**src/rtl/softusb_navre_simctl.sv**
```systemverilog
// Simulation-control and IO responder for the softusb_navre IO bus: fixed read map,
// scratch registers, exit detection, cycle watchdog and an IO-write trace FIFO.
module softusb_navre_simctl #(
  parameter int unsigned      IO_AW        = 6,
  parameter logic [IO_AW-1:0] SCRATCH_BASE = 6'h20,
  parameter int unsigned      SCRATCH_N    = 4,
  parameter logic [IO_AW-1:0] STAT_A0      = 6'h11,
  parameter logic [IO_AW-1:0] STAT_A1      = 6'h12,
  parameter logic [IO_AW-1:0] EXIT_ADDR    = 6'h00,
  parameter logic [7:0]       EXIT_CODE    = 8'hfe,
  parameter int unsigned      CYCLE_LIMIT  = 1000,
  parameter int unsigned      TRACE_DEPTH  = 16
) (
  input  logic             sys_clk,
  input  logic             sys_rst,
  input  logic             io_re,
  input  logic             io_we,
  input  logic [IO_AW-1:0] io_a,
  input  logic [7:0]       io_do,
  output logic [7:0]       io_di,
  input  logic             trace_pop,
  output logic             trace_valid,
  output logic [IO_AW-1:0] trace_addr,
  output logic [7:0]       trace_data,
  output logic             trace_overflow,
  output logic             done,
  output logic             pass,
  output logic [7:0]       exit_data,
  output logic             timeout,
  output logic [31:0]      cycles
);

  localparam int unsigned PW = $clog2(TRACE_DEPTH);
  localparam int unsigned CW = PW + 1;
  localparam int unsigned EW = IO_AW + 8;

  typedef enum logic [1:0] {StRun, StDone, StTimeout} state_e;

  state_e      state_q;
  logic [31:0] cycles_q;
  logic        pass_q;
  logic [7:0]  exit_data_q;
  logic [7:0]  io_di_q;
  logic [7:0]  scratch_q [SCRATCH_N];
  logic [7:0]  rd_data;

  logic          run, exit_wr, limit_hit;
  logic [EW-1:0] trace_mem_q [TRACE_DEPTH];
  logic [PW-1:0] wr_ptr_q, rd_ptr_q;
  logic [CW-1:0] count_q;
  logic          overflow_q;
  logic          push, pop, full, push_ok;
  logic [EW-1:0] head;

  assign run       = (state_q == StRun);
  assign exit_wr   = run && io_we && (io_a == EXIT_ADDR);
  // Compare against the post-increment count so the limit lands on edge CYCLE_LIMIT-1.
  assign limit_hit = ((cycles_q + 32'd1) == (CYCLE_LIMIT - 1));

  always_ff @(posedge sys_clk or posedge sys_rst) begin
    if (sys_rst) begin
      state_q     <= StRun;
      cycles_q    <= '0;
      pass_q      <= 1'b0;
      exit_data_q <= '0;
    end else if (run) begin
      cycles_q <= cycles_q + 32'd1;
      if (exit_wr) begin
        state_q     <= StDone;
        pass_q      <= (io_do == EXIT_CODE);
        exit_data_q <= io_do;
      end else if (limit_hit) begin
        state_q <= StTimeout;
      end
    end
  end

  always_comb begin
    rd_data = 8'(io_a);
    for (int unsigned i = 0; i < SCRATCH_N; i++) begin
      if (io_a == SCRATCH_BASE + IO_AW'(i)) rd_data = scratch_q[i];
    end
    if (io_a == STAT_A0 || io_a == STAT_A1) rd_data = 8'hff;
  end

  // Read samples scratch before any same-edge write lands, giving the pre-write value.
  always_ff @(posedge sys_clk or posedge sys_rst) begin
    if (sys_rst) begin
      io_di_q <= '0;
      for (int unsigned i = 0; i < SCRATCH_N; i++) scratch_q[i] <= '0;
    end else begin
      if (io_re) io_di_q <= rd_data;
      for (int unsigned i = 0; i < SCRATCH_N; i++) begin
        if (run && io_we && io_a == SCRATCH_BASE + IO_AW'(i)) scratch_q[i] <= io_do;
      end
    end
  end

  assign push    = run && io_we;
  assign pop     = trace_pop && (count_q != '0);
  assign full    = (count_q == CW'(TRACE_DEPTH));
  assign push_ok = push && (!full || pop);

  always_ff @(posedge sys_clk or posedge sys_rst) begin
    if (sys_rst) begin
      wr_ptr_q   <= '0;
      rd_ptr_q   <= '0;
      count_q    <= '0;
      overflow_q <= 1'b0;
      for (int unsigned i = 0; i < TRACE_DEPTH; i++) trace_mem_q[i] <= '0;
    end else begin
      if (push_ok) begin
        trace_mem_q[wr_ptr_q] <= {io_a, io_do};
        wr_ptr_q              <= wr_ptr_q + PW'(1);
      end
      if (pop) rd_ptr_q <= rd_ptr_q + PW'(1);
      case ({push_ok, pop})
        2'b10:   count_q <= count_q + CW'(1);
        2'b01:   count_q <= count_q - CW'(1);
        default: count_q <= count_q;
      endcase
      if (push && full && !pop) overflow_q <= 1'b1;
    end
  end

  assign head           = trace_mem_q[rd_ptr_q];
  assign trace_valid    = (count_q != '0);
  assign trace_addr     = trace_valid ? head[EW-1:8] : '0;
  assign trace_data     = trace_valid ? head[7:0] : '0;
  assign trace_overflow = overflow_q;
  assign io_di          = io_di_q;
  assign done           = (state_q == StDone);
  assign timeout        = (state_q == StTimeout);
  assign pass           = pass_q;
  assign exit_data      = exit_data_q;
  assign cycles         = cycles_q;

endmodule

```
**config.mk**
```make
export PLATFORM = sky130hd
export DESIGN_NAME = softusb_navre_simctl
export DESIGN_NICKNAME = d
export VERILOG_FILES = /design/src/rtl/softusb_navre_simctl.sv
export SDC_FILE = /design/constraint.sdc
export NUM_CORES = 1
export LEC_CHECK = 0
export CELL_PAD_IN_SITES_DETAIL_PLACEMENT = 0
export CELL_PAD_IN_SITES_GLOBAL_PLACEMENT = 1
export CORE_MARGIN = 2
export CORE_UTILIZATION = 40
export DETAILED_ROUTE_END_ITERATION = 8
export PLACE_DENSITY = 0.72
export SYNTH_ARGS = -nofsm -noshare
export SYNTH_HDL_FRONTEND = slang
export SYNTH_SLANG_ARGS = --single-unit
```
**constraint.sdc**
```tcl
create_clock -name sys_clk -period 9.1 [get_ports sys_clk]
set_clock_uncertainty 0.15 [all_clocks]
set_input_delay 0.91 -clock sys_clk [delete_from_list [all_inputs] [get_ports sys_clk]]
set_output_delay 0.91 -clock sys_clk [all_outputs]
set_load 0.03 [all_outputs]
```
==> run summary <==
Number of gates resized after CTS -> 0
Hold path endpoint -> trace_mem_q[64]
Worst-case headroom to the max-slew limit -> 22.0%
Outcome -> finished clean
Wire length per cell -> 21.6 um
Final hold violation count -> 0
Gpl congestion -> 0.766
Crit path buffers/inverters -> 2
CTS tree -> built
Net count of the finished layout -> 1163
Share of synthesized area occupied by flip-flops and latches -> 52.9%
CTS clock-pin slew for the worst setup and hold paths -> 60 ps
Peak fanout along the critical path -> 31
Clock latency on the worst-skew pair -> 520 ps
R2R cell count -> 5
Largest buffer count on any clock path -> 3
Total length of routed wires -> 36100 um
Syn. warnings -> 0
Number of vias per cell -> 5.43
Summed instance area of the synthesized netlist -> 0.0152 sq mm
Cts bufs inserted -> 36
Crit Reg-Reg Endpoint -> trace_mem_q[38]
Number of setup violations in the final report -> 0
Cell depth of the worst hold path -> 2
Number of placed I/O pins -> 86
Flip-flop cell with the highest count after synthesis -> sky130_fd_sc_hd__dfrtp_1
Port Buffers -> 85
Post-CTS repair timing setup buffer count -> 0
Via Count -> 9081
Hold path start -> trace_mem_q[64]
Antenna diode count -> 0
Static leakage power -> 7.61 nW
Family with the most delay on the worst path -> buffers and inverters
Peak Freq -> 0.202 GHz
Worst setup EP type -> output port
Via count of the first global-routing pass -> 9613
Max-slew violations -> 0
First-pass GRT wire length -> 57000 um
CP max stage delay -> 810 ps
Post-layout min period -> 4950 ps
Critical path required time -> 8040 ps
Post-synthesis async set-or-reset flop share -> 100%
Full die area -> 0.0395 sq mm
Die extent in y -> 199 um
Cell at the root of the clock tree -> sky130_fd_sc_hd__clkbuf_16
Remaining antenna violation count -> 0
Class of the tightest hold or removal check -> flop to flop
Post-layout instance count excluding filler cells -> 1673
Starting density of the core -> 40.5%
Crit share post-route -> 54.4%
Number of nets in the synthesized netlist -> 1127
Max-cap violations -> 0
Largest net degree at the start of global routing -> 185
Critical path launch point type -> flop
Worst-path cell chain -> buf_4, mux4_2, mux4_2, nor2b_1, clkdlybuf4s50_1
Leftover overflow at the end of global routing -> 0
Largest voltage drop on the vdd net -> 0.158 mV
Post-placement cell count -> 1607
Iteration-0 DRC count of the detailed router -> 449
Row Count -> 71
Register-to-Register Setup Slack -> 5460 ps
Area Overhead vs Synth -> 15.9%
Startpoint of the lowest-slack register-to-register path -> state_q[1]
Critical setup path kind -> flop to output port
Worst path most repeated cell -> sky130_fd_sc_hd__mux4_2
Standard cell core area -> 0.0375 sq mm
Cell Pwr Density -> 341 mW/mm^2
# H-tree levels -> 2
Remaining routing DRC violations -> 0
Number of clock sinks seen by CTS -> 321
Mapped Cells -> 1098
Total GRT Usage -> 19.0%
Avg Cell Area, Syn -> 13.8 sq um
Unrepaired setup endpoints after global routing -> no
1st-pass router iterations -> 4
Layout cells sized above 1 -> 35.5%
Initial antenna violation count -> 1
Least-Margin Pin Slew -> 1170 ps
Number of flops mapped to enable cells by yosys -> 0
Die Width -> 199 um
Accumulated negative setup slack -> 0 ps
Hold buffers post-CTS -> 0
HPWL after detailed placement -> 21700 um
Slowest-stage cell, CP -> sky130_fd_sc_hd__dfrtp_4
Signal arrival time at the worst endpoint -> 3890 ps
Register bit count reported by yosys -> 321
Count of cell types in the netlist -> 57
-- cells in the final DEF, fill, tap and decap left out, types with 4 or more instances in the layout --
cell,count
sky130_fd_sc_hd__dfrtp_1,319
sky130_fd_sc_hd__nand4_1,17
sky130_fd_sc_hd__mux2_2,250
sky130_fd_sc_hd__nor4_1,5
sky130_fd_sc_hd__xor2_1,24
sky130_fd_sc_hd__nand3_2,12
sky130_fd_sc_hd__clkbuf_16,37
sky130_fd_sc_hd__clkdlybuf4s50_1,85
sky130_fd_sc_hd__or3_1,4
sky130_fd_sc_hd__and3_1,8
sky130_fd_sc_hd__clkbuf_8,10
sky130_fd_sc_hd__nand2_1,46
sky130_fd_sc_hd__ha_1,10
sky130_fd_sc_hd__clkinv_2,7
sky130_fd_sc_hd__a21oi_1,12
sky130_fd_sc_hd__inv_1,10
sky130_fd_sc_hd__a31oi_1,9
sky130_fd_sc_hd__o31ai_1,4
sky130_fd_sc_hd__mux2i_1,4
sky130_fd_sc_hd__mux4_2,70
sky130_fd_sc_hd__nor3_1,9
sky130_fd_sc_hd__clkbuf_1,7
sky130_fd_sc_hd__o21ai_0,29
sky130_fd_sc_hd__nand3_1,20
sky130_fd_sc_hd__buf_4,7
sky130_fd_sc_hd__xnor2_1,35
sky130_fd_sc_hd__nor2b_1,23
sky130_fd_sc_hd__nor2_1,29
-- power by group --
group	leakage, nW	switching (mW)	total, mW	internal, mW
sequential	4.06	0.375	2.35	1.97
combinational	2.93	0.946	2.17	1.22
clock	0.615	0.575	1.49	0.915
total	7.61	1.90	6.00	4.11
-- sequential cells by signal, indices dropped and copies added (netlist names) --
signal and count:
wr_ptr_q 4, trace_mem_q 224, scratch_q 32, rd_ptr_q 4, cycles 32, pass 1
exit_data 8, io_di 8, state_q 2, trace_overflow 1, count_q 5
-- cells in the mapped netlist, types with 4 or more instances --
| cell | instances | area [sq um] |
|---|---|---|
| sky130_fd_sc_hd__a21oi_1 | 12 | 60.1 |
| sky130_fd_sc_hd__nor3_1 | 9 | 45.0 |
| sky130_fd_sc_hd__a31oi_1 | 9 | 56.3 |
| sky130_fd_sc_hd__mux2_2 | 250 | 2820 |
| sky130_fd_sc_hd__buf_2 | 23 | 115 |
| sky130_fd_sc_hd__xnor2_1 | 35 | 307 |
| sky130_fd_sc_hd__nor4_1 | 5 | 31.3 |
| sky130_fd_sc_hd__o31ai_1 | 4 | 30.0 |
| sky130_fd_sc_hd__nand2_1 | 46 | 173 |
| sky130_fd_sc_hd__clkbuf_1 | 62 | 233 |
| sky130_fd_sc_hd__nor2_1 | 29 | 109 |
| sky130_fd_sc_hd__buf_1 | 7 | 26.3 |
| sky130_fd_sc_hd__ha_1 | 10 | 125 |
| sky130_fd_sc_hd__mux2i_1 | 4 | 40.0 |
| sky130_fd_sc_hd__inv_1 | 11 | 41.3 |
| sky130_fd_sc_hd__o21ai_0 | 29 | 145 |
| sky130_fd_sc_hd__or3_1 | 4 | 25.0 |
| sky130_fd_sc_hd__xor2_1 | 24 | 210 |
| sky130_fd_sc_hd__mux4_2 | 70 | 1580 |
| sky130_fd_sc_hd__dfrtp_1 | 321 | 8030 |
| sky130_fd_sc_hd__nor2b_1 | 25 | 156 |
| sky130_fd_sc_hd__nand3_2 | 12 | 120 |
| sky130_fd_sc_hd__nand4_1 | 17 | 106 |
| sky130_fd_sc_hd__and3_1 | 8 | 50.1 |
| sky130_fd_sc_hd__nand3_1 | 20 | 100 |
-- worst min-delay path, cell delays in order (launching register included) --
cell and delay (ps):
sky130_fd_sc_hd__dfrtp_1 340, sky130_fd_sc_hd__nand2_1 40, sky130_fd_sc_hd__o21ai_0 60
-- per-stage QoR --
stage	power, mW	area [sq um]	hold slack (ps)	utilization (%)	setup slack [ps]
global placement	4.50	16400	308	43.7	4630
global route	6.34	17600	349	46.9	3930
detailed placement	4.55	16400	318	43.7	4620
CTS	6.07	17600	332	46.9	4050
finish	6.00	17600	326	46.9	4150
floorplan	3.90	15200	295	-	3760
-- worst max-delay path by stage --
| stage | startpoint | to | depth (start not counted) |
|---|---|---|---|
| after global routing | rd_ptr_q[0] | trace_data[4] | 5 |
| final | rd_ptr_q[0] | trace_data[4] | 5 |
| after CTS | rd_ptr_q[0] | trace_data[4] | 5 |
| after detailed placement | rd_ptr_q[0] | trace_data[7] | 5 |
| after floorplan | sys_rst | count_q[0] | 1 |
| after global placement | rd_ptr_q[0] | trace_data[7] | 5 |
-- routing by layer --
metal | share of wire (%) | global-route usage [%] | vias to the layer above
li1 | - | - | 4075
met1 | 47 | 27.1 | 4793
met2 | 48 | 30.7 | 167
met3 | 3.7 | 2.83 | 46
met4 | 1.9 | 4.67 | 0
met5 | 0 | 0 | -
-- cell type report --
| type | count | area (sq um) |
|---|---|---|
| inverter | 11 | 45.0 |
| clock inverter | 12 | 143 |
| sequential | 321 | 8040 |
| fill | 3344 | 19900 |
| tap | 511 | 639 |
| clock buffer | 54 | 1090 |
| multi-input combinational | 671 | 6720 |
| timing repair buffer | 93 | 923 |
-- kinds of logic (layout without fill, tap and decap cells) --
| kind of cell | Yosys count | in the layout | synth area share (%) |
|---|---|---|---|
| buffers and inverters | 106 | 170 | 2.88 |
| flip-flops | 321 | 321 | 52.9 |
| AND/OR/NAND/NOR | 200 | 200 | 7.60 |
| adder cells (fa/ha/maj) | 10 | 10 | 0.824 |
| XOR/XNOR | 59 | 59 | 3.40 |
| AO/OA/AOI/OAI | 78 | 78 | 3.22 |
| multiplexers | 324 | 324 | 29.2 |
(Power assumes the default switching activity.)
